[src/rtl/instr_fetch_unit.sv]
// Instruction fetch stage: PC, single-outstanding req/gnt/rvalid memory handshake,
// registered output slot with one-entry skid buffer, and branch/jump redirect flush.
module instr_fetch_unit #(
    parameter logic [31:0] RESET_PC = 32'h0000_0000
) (
    input  logic        clk,
    input  logic        rst,
    output logic        imem_req,
    output logic [31:0] imem_addr,
    input  logic        imem_gnt,
    input  logic        imem_rvalid,
    input  logic [31:0] imem_rdata,
    input  logic        redirect_valid,
    input  logic [31:0] redirect_pc,
    input  logic        stall,
    output logic        if_valid,
    output logic [31:0] if_instr,
    output logic [31:0] if_pc,
    output logic [6:0]  opcode,
    output logic [2:0]  funct3,
    output logic [6:0]  funct7
);

    typedef enum logic [1:0] {
        S_REQ   = 2'd0,
        S_WAIT  = 2'd1,
        S_DRAIN = 2'd2
    } state_t;

    state_t      state;
    state_t      state_next;
    logic [31:0] fetch_pc;
    logic [31:0] pend_pc;
    logic        sk_valid;
    logic [31:0] sk_instr;
    logic [31:0] sk_pc;

    logic        grant;
    logic        consume;
    logic        accept;
    logic        to_out;
    logic        to_skid;

    assign grant   = imem_req && imem_gnt;
    assign consume = if_valid && !stall;
    // A response that coincides with a redirect is stale and never captured.
    assign accept  = (state == S_WAIT) && imem_rvalid && !redirect_valid;
    assign to_out  = accept && !sk_valid && (!if_valid || consume);
    assign to_skid = accept && !to_out;

    assign imem_addr = fetch_pc;
    assign opcode    = if_instr[6:0];
    assign funct3    = if_instr[14:12];
    assign funct7    = if_instr[31:25];

    always_ff @(posedge clk or posedge rst) begin
        if (rst) begin
            state <= S_REQ;
        end else begin
            state <= state_next;
        end
    end

    always_comb begin
        state_next = state;
        case (state)
            S_REQ: begin
                if (grant) begin
                    state_next = redirect_valid ? S_DRAIN : S_WAIT;
                end else begin
                    state_next = S_REQ;
                end
            end
            S_WAIT: begin
                if (imem_rvalid) begin
                    state_next = S_REQ;
                end else if (redirect_valid) begin
                    state_next = S_DRAIN;
                end else begin
                    state_next = S_WAIT;
                end
            end
            S_DRAIN: begin
                if (imem_rvalid) begin
                    state_next = S_REQ;
                end else begin
                    state_next = S_DRAIN;
                end
            end
            default: state_next = S_REQ;
        endcase
    end

    // Requests are withheld while the skid is full so it can never overflow.
    always_comb begin
        imem_req = 1'b0;
        case (state)
            S_REQ:   imem_req = !sk_valid;
            S_WAIT:  imem_req = 1'b0;
            S_DRAIN: imem_req = 1'b0;
            default: imem_req = 1'b0;
        endcase
    end

    always_ff @(posedge clk or posedge rst) begin
        if (rst) begin
            fetch_pc <= RESET_PC;
            pend_pc  <= 32'h0000_0000;
            if_valid <= 1'b0;
            if_instr <= 32'h0000_0013;
            if_pc    <= 32'h0000_0000;
            sk_valid <= 1'b0;
            sk_instr <= 32'h0000_0013;
            sk_pc    <= 32'h0000_0000;
        end else if (redirect_valid) begin
            if_valid <= 1'b0;
            sk_valid <= 1'b0;
            fetch_pc <= redirect_pc & 32'hFFFF_FFFC;
        end else begin
            if (grant) begin
                pend_pc  <= fetch_pc;
                fetch_pc <= fetch_pc + 32'd4;
            end
            if (sk_valid && consume) begin
                if_valid <= 1'b1;
                if_instr <= sk_instr;
                if_pc    <= sk_pc;
                sk_valid <= 1'b0;
            end else if (to_out) begin
                if_valid <= 1'b1;
                if_instr <= imem_rdata;
                if_pc    <= pend_pc;
            end else if (consume) begin
                if_valid <= 1'b0;
            end
            if (to_skid) begin
                sk_valid <= 1'b1;
                sk_instr <= imem_rdata;
                sk_pc    <= pend_pc;
            end
        end
    end

endmodule
[config.mk]
export PLATFORM = sky130hd
export DESIGN_NAME = instr_fetch_unit
export DESIGN_NICKNAME = d
export VERILOG_FILES = /design/src/rtl/instr_fetch_unit.sv
export SDC_FILE = /design/constraint.sdc
export NUM_CORES = 1
export LEC_CHECK = 0
export ABC_AREA = 1
export CORE_UTILIZATION = 53
export CTS_CLUSTER_DIAMETER = 60
export DETAILED_ROUTE_END_ITERATION = 8
export MAX_ROUTING_LAYER = met4
export PLACE_DENSITY = 0.82
export RECOVER_POWER = 100
export REMOVE_ABC_BUFFERS = 1
export SETUP_SLACK_MARGIN = 0.1
export SLEW_MARGIN = 40
export SYNTH_ARGS = -nofsm -noshare
export SYNTH_HDL_FRONTEND = slang
export SYNTH_SLANG_ARGS = --single-unit
[constraint.sdc]
create_clock -name clk -period 8.67 [get_ports clk]
set_clock_uncertainty 0.15 [all_clocks]
set_input_delay 0.867 -clock clk [delete_from_list [all_inputs] [get_ports clk]]
set_output_delay 0.867 -clock clk [all_outputs]
set_load 0.005 [all_outputs]
-- After elaboration in Yosys (flattened, before gate mapping)
Cells that the tools add are included.
W data, S select, Z words.
- bitwise gates (word level): 1
- equal/unequal tests: 2
- $mul: 0
- reductions and logical operators: 22
- shift operators: 0
- magnitude comparators: 0
- mux-type cells: 19
- div/mod/pow operators: 0
- $add $sub $neg: 1
- operator list (cell ; number):
    $mux W32 ; 6
    $add A32 B3 Y32 const B ; 1
    $logic_and A1 B1 Y1 ; 8
    $mux W1 ; 8
    $mux W2 ; 4
    $pmux W2 S3 ; 1
    $reduce_and A2 Y1 ; 3
    $logic_not A1 Y1 ; 5
    $reduce_bool A2 Y1 ; 2
    $reduce_bool A4 Y1 ; 1
    $reduce_bool A3 Y1 ; 1
    $eq A2 B1 Y1 const B ; 1
    $eq A2 B2 Y1 const B ; 1
    $logic_not A2 Y1 ; 1
    $logic_or A1 B1 Y1 ; 1
    $not A1 Y1 ; 1
- bits in registers: 196
- bits of input ports: 70
- bits in latches: 0
- output and inout port bits: 115
- ROM bits: 0
- memories kept: 0
- logic and storage cells: 54
- bits in writable memories: 0

-- Longest topological paths before layout
Gate-level depths: netlist of the first run.
- word-level depth: 9
- mapped depth: 9
- depth with buffers taken out: 9

-- Worst setup path before layout of the first run
Ideal clock, no wire load.
- path type: in2reg
- start: input redirect_valid
- end: register if_pc[10]
- path slack: 6.716 ns
- stages: 7
- arrival time: 1.681 ns
- path buffers: 1
- setup time: 0.123 ns
- required time: 8.397 ns
- cells stage by stage: nor2_2 nand2_1 nor2_1 nor2_4 clkbuf_1 o21ai_0 nand2_1
- longest elaborated chain between the ends: 6
- elaborated cells on any way between the ends: 7
- classes of those cells: 1 x bitwise; 6 x reduce/logical
- RTL lines (item ; RTL line ; text):
    start: declaration ; 13 ; input logic redirect_valid,
    $logic_not A1 Y1 ; 47 ; assign accept = (state == S_WAIT) && imem_rvalid && !redirect_valid;
    $logic_and A1 B1 Y1 ; 47 ;
    $logic_and A1 B1 Y1 (2 in a row) ; 48 ; assign to_out = accept && !sk_valid && (!if_valid || consume);
    $reduce_bool A2 Y1 (no line) ; - ;
    $reduce_and A2 Y1 (no line) (*) ; - ;
    end signal: assignment ; 127 ; if_pc <= sk_pc;
    end signal: assignment ; 132 ; if_pc <= pend_pc;
    end: declaration ; 18 ; output logic [31:0] if_pc,
Mark *: on every way between the ends. The rest lies on a longest branch, timed or not.
A chain may end at the register's enable or synchronous reset.

-- Worst setup path after layout of the first run
- start: input redirect_valid
- end: register fetch_pc[2], in the netlist imem_addr[2]
- longest elaborated chain between the ends: 1
- elaborated cells on any way between the ends: 2
- classes of those cells: 1 x mux; 1 x reduce/logical
- RTL lines (item ; RTL line ; text):
    $mux W32 / $reduce_bool A2 Y1 (equally long branches) ; - ;
    end signal: assignment ; 118 ; fetch_pc <= redirect_pc & 32'hFFFF_FFFC;
    end signal: assignment ; 122 ; fetch_pc <= fetch_pc + 32'd4;
    end: declaration ; 32 ; logic [31:0] fetch_pc;
Parallel ways exist; a longest one is shown, timed or not.

==> metrics, run 1 <==
Tot Pwr=2.62 mW; largest net degree at the start of global routing=104; post-DR wirelength/cell=14.3 um; max-cap violations=5; R2R Path End=imem_addr[2]$_DFFE_PP0P_; Core Area=16600 um2; die height=133 um; CP required=8.79 ns; ratio of cells with drive above 1 in the final layout=0.0361; DP Cell Count=1491; vias post-DR=7864; ANT cells=0; crit start category=input pin; maximum clock frequency=179 MHz; Slew @ Worst Pin=4.49 ns; Slew headroom=-2.01; P_leak=5.59 nW; post-route insts no fill=1522; IO Pins=185; Worst-Skew Late Latency=0.43 ns; WS Path Type=input pin to flip-flop; Fillers=1408; met1 Use GR=0.345; PortBufs=178; maximum VDD drop=0.165 mV; Die ar.=17600 um2; clock sinks=188; Vias/cell=5.17; die width=133 um; all-layer global routing usage=0.265; first-pass GRT wire length=36.3 mm; reg-to-reg setup timing slack=4.00 ns; RSZ-0062 raised after global routing=false; Yosys warnings=0; area of the multi-input gates=3450 um2; worst path arrival time=5.71 ns; drt pass-1 iters=5; CTS root buffer=clkbuf_16; status=complete, but fails checks; busiest grt layer=met2; gr ovfl total=0; Most used DFF post-synth=dfrtp_1; initial antenna violation count=0; max-slew violations=366; hold buffer count at CTS=0; Post-route DRC=0; reg-to-reg startpoint=sk_valid$_DFFE_PP0P_; Cells after Synth=1165; total CTS buffers=17; Worst Path Max Fanout=96; failing checks=max-capacitance violations, max-slew violations; starting DRC count in detailed routing=596; Tmin final=5.59 ns; min setup slack post-route=3.08 ns; Hold Crit Start=sk_instr[1]$_DFFE_PP1P_; hold endpoint=sk_instr[1]$_DFFE_PP1P_; final instance area=11300 um2; Rows=47; setup_tns=0 ns; Starting Density=0.545; Post-CTS Resized=0; Synth async-reset ratio=1.00; final net count=1361; power per cell area=232 nW/um2; met3 Usage GRT=0.0410; Layout area overhead=25.2%; EDFF count, synth=0; Util after Layout=0.682; CP Capture Type=flip-flop; cell area after synthesis=9030 um2; fin crit share=0.644; met2 Track Usage GR=0.425; post-route antenna net violation count=0; hold slack=0.319 ns; library cells used by synthesis=32; DP Wirelength=13.8 mm; worst slack, placed=5.02 ns; GP Congestion=0.930; Final Hold Vio Count=0; worst hold path cell count=2; final WL=21.7 mm; worst-case reg-to-reg path depth=6; register area=4710 um2; Seq cells post-synth=188; CTS H-tree lvls=4; Final Setup Violations=0; CTS tree=built; Syn Area/Cell=7.75 um2; Post-CTS Setup Bufs=0; HP Class=flip-flop to flip-flop; sequential share of the synthesized area=0.522; vias in the first global route=7523; Worst-path clk slew=0.07 ns; Clock Path Buffers=2; Area after DPL=10700 um2
-- placed cells by master, fill, tap and decap left out, types with 5 or more instances in the layout --
master	instances
a21oi_1	43
clkbuf_16	17
clkdlybuf4s50_1	65
dfrtp_1	182
dfstp_2	5
dlygate4sd3_1	112
inv_1	114
inv_6	5
nand2_1	364
nand3_1	30
nand3b_1	12
nor2_1	98
o21ai_0	199
o21bai_1	6
xor2_1	5
-- cell usage after synthesis, drive strengths merged, types with 6 or more instances --
library cell / count / area [um2]
clkbuf: 32 / 120
nand2: 364 / 1370
a21oi: 43 / 215
nand3b: 12 / 90.1
o21bai: 6 / 45.0
o21ai: 202 / 1010
inv: 116 / 435
buf: 49 / 312
dfrtp: 182 / 4550
dfstp: 6 / 158
nor2: 100 / 395
nand3: 31 / 160
-- area by class of cell --
class                   count  area share
clock buffers              18      0.0388
clock inverters            13      0.0144
inverters                 116      0.0387
multi-input cells         783       0.305
flip-flops and latches    188       0.417
well taps                 220      0.0243
repair buffers            184       0.162
-- cell families after synthesis --
logic type,count (synthesis),share of synthesized area
xor gates and xnor gates,6,0.00582
and+or+nand+nor,513,0.227
adders and majority gates,1,0.00138
DFF,188,0.522
AOI/OAI and AO/OA,259,0.147
other,1,0.000415
buffers and inverters,197,0.0960
-- power by group --
part | internal (mW) | switching [mW]
clock network | 0.463 | 0.346
registers | 1.07 | 0.108
logic | 0.337 | 0.302
-- worst max-delay path, stage by stage --
cell and delay, ns:
buf_6 0.51, inv_1 0.36, nand4_2 0.17, clkbuf_1 2.04, inv_1 1.16, nand2_1 0.35, o211ai_1 0.13
-- metal layers --
layer	share of wire	routed length (um)
met5	0	0
met4	0.017	379
met3	0.056	1210
met2	0.47	10300
met1	0.45	9840
-- flip-flops by register name, indices dropped and copies added (netlist names) --
| signal | cells |
|---|---|
| sk_instr | 32 |
| if_valid | 1 |
| sk_pc | 30 |
| sk_valid | 1 |
| state | 2 |
| imem_addr | 30 |
| if_instr | 32 |
| if_pc | 30 |
| pend_pc | 30 |
-- worst max path at each step --
stage | start | end | slack [ns] | depth (start not counted)
final | redirect_valid | imem_addr[2]$_DFFE_PP0P_ | 3.08 | 7
after global routing | redirect_valid | imem_addr[2]$_DFFE_PP0P_ | 2.69 | 7
after CTS | stall | if_instr[14]$_DFFE_PP0P_ | 5.47 | 9
after detailed placement | stall | if_valid$_DFFE_PP0P_ | 5.02 | 10
after global placement | stall | if_pc[25]$_DFFE_PP0P_ | 4.84 | 10
after floorplan | rst | if_instr[10]$_DFFE_PP0P_ | 2.55 | 1
No activity file was read; power rests on OpenSTA's default activity.
==> run 2: changes to the inputs <==
--- a/config.mk
+++ b/config.mk
@@ -6,11 +6,11 @@
 export NUM_CORES = 1
 export LEC_CHECK = 0
 export ABC_AREA = 1
-export CORE_UTILIZATION = 53
+export CORE_UTILIZATION = 52
 export CTS_CLUSTER_DIAMETER = 60
 export DETAILED_ROUTE_END_ITERATION = 8
 export MAX_ROUTING_LAYER = met4
-export PLACE_DENSITY = 0.82
+export PLACE_DENSITY = 0.81
 export RECOVER_POWER = 100
 export REMOVE_ABC_BUFFERS = 1
 export SETUP_SLACK_MARGIN = 0.1
==> constraint.sdc (replaced) <==
create_clock -name clk -period 5.5 [get_ports clk]
set_clock_uncertainty 0.15 [all_clocks]
set_input_delay 0.55 -clock clk [delete_from_list [all_inputs] [get_ports clk]]
set_output_delay 0.55 -clock clk [all_outputs]
set_load 0.005 [all_outputs]
==> metrics, run 2 (same netlist as run 1, synthesis figures left out) <==
CP required=5.57 ns; Post-CTS Resized=0; DP Wirelength=13.9 mm; area of the multi-input gates=3430 um2; die width=134 um; Die ar.=17900 um2; power per cell area=359 nW/um2; largest net degree at the start of global routing=155; hold buffer count at CTS=0; CP startpoint=redirect_valid; clock sinks=188; hold slack=0.321 ns; Rows=47; vias in the first global route=7126; gr ovfl total=0; GP Congestion=0.896; final WL=21.5 mm; register area=4710 um2; commonest non-fill, non-tap cells in the layout=364 x nand2_1, 197 x o21ai_0, 182 x dfrtp_1; drt pass-1 iters=6; maximum VDD drop=0.231 mV; CTS root buffer=clkbuf_16; Worst-path clk slew=0.07 ns; vias post-DR=7828; crit start category=input pin; total CTS buffers=17; initial antenna violation count=0; max-cap violations=2; WS Path Type=input pin to flip-flop; starting DRC count in detailed routing=567; IO Pins=185; all-layer global routing usage=0.252; largest registers=if_instr: 32 flops, sk_instr: 32 flops; status=complete, but fails checks; PortBufs=178; Final Hold Vio Count=0; P_leak=5.59 nW; HP Class=flip-flop to flip-flop; Hold Crit Start=sk_instr[0]$_DFFE_PP1P_; ANT cells=0; post-DR wirelength/cell=14.1 um; CP Capture Type=flip-flop; worst slack, placed=2.40 ns; reg-to-reg startpoint=sk_valid$_DFFE_PP0P_; failing checks=max-capacitance violations, max-slew violations; min setup slack post-route=1.92 ns; die height=134 um; Post-CTS Setup Bufs=0; Fillers=1476; Worst-Skew Late Latency=0.43 ns; Slew headroom=-1.14; fin crit share=0.650; maximum clock frequency=280 MHz; Worst Path Max Fanout=112; first-pass GRT wire length=34.9 mm; Slew @ Worst Pin=3.21 ns; Post-route DRC=0; Vias/cell=5.13; max-slew violations=268; Final Setup Violations=0; Clock Path Buffers=2; post-route antenna net violation count=0; RSZ-0062 raised after global routing=false; Layout area overhead=24.9%; Tmin final=3.58 ns; Core Area=16800 um2; worst path arrival time=3.65 ns; CTS tree=built; Starting Density=0.539; CTS H-tree lvls=4; commonest non-fill, non-tap cell in the layout=nand2_1; final net count=1363; ratio of cells with drive above 1 in the final layout=0.0368
==> run 2: cell types whose count changed in the layout (fill, tap and decap cells not counted), moves of 2 or more <==
cell | before | now
clkbuf_1 | 2 | 0
o21ai_1 | 3 | 5
bufinv_16 | 3 | 0
clkinvlp_4 | 0 | 2
clkbuf_8 | 2 | 0
o21ai_0 | 199 | 197
clkinvlp_2 | 2 | 0
clkinv_2 | 4 | 0
inv_8 | 0 | 6
buf_4 | 3 | 6
clkinv_4 | 1 | 3
==> run 2: per-layer routing <==
layer / wire, um / track usage / up-vias / part of all wire
met5: 0 / - / - / 0
met1: 9490 / 0.338 / 3623 / 0.44
li1: - / - / 3923 / -
met3: 1310 / 0.0438 / 30 / 0.061
met4: 359 / 0.0777 / 0 / 0.017
met2: 10300 / 0.394 / 252 / 0.48
==> run 2: critical path: stages <==
cell and delay [ns]:
buf_6 0.50, nor2_1 0.18, nand3_1 0.57, clkbuf_2 1.52
o21ai_0 0.25
==> run 2: layout make-up <==
type / instances / share of cell area
flip-flops and latches: 188 / 0.418
multi-input cells: 783 / 0.304
repair buffers: 186 / 0.164
inverters: 116 / 0.0389
clock buffers: 17 / 0.0377
well taps: 220 / 0.0244
clock inverters: 15 / 0.0129
==> run 2: worst paths after layout <==
check | endpoint | slack (ns) | depth (start not counted)
min | sk_instr[0]$_DFFE_PP1P_ | 0.32 | 2
max in group asynchronous | if_pc[2]$_DFFE_PP0P_ | 2.01 | 3
max reg2reg | sk_pc[19]$_DFFE_PP0P_ | 2.21 | 5
min in group asynchronous | sk_instr[7]$_DFFE_PP0P_ | 1.50 | 2
max | sk_pc[19]$_DFFE_PP0P_ | 1.92 | 5
min reg2reg | sk_instr[0]$_DFFE_PP1P_ | 0.32 | 2
==> run 2: report_power, final <==
| part | leakage (nW) | total, mW | switching, mW | internal (mW) |
|---|---|---|---|---|
| logic | 3.02 | 1.00 | 0.471 | 0.530 |
| clock network | 0.281 | 1.20 | 0.593 | 0.607 |
| registers | 2.29 | 1.85 | 0.168 | 1.68 |
==> run 2: per-stage QoR <==
step	utilization	total power, mW	cell area (um2)	std cells	TNS, ns
after floorplan	-	2.28	8610	1087	-55.30
after global placement	0.641	2.95	10700	1492	0
after detailed placement	0.642	2.99	10800	1493	0
after CTS	0.677	4.19	11300	1525	0
after global routing	0.673	4.28	11300	1525	0
final	0.673	4.05	11300	1525	0
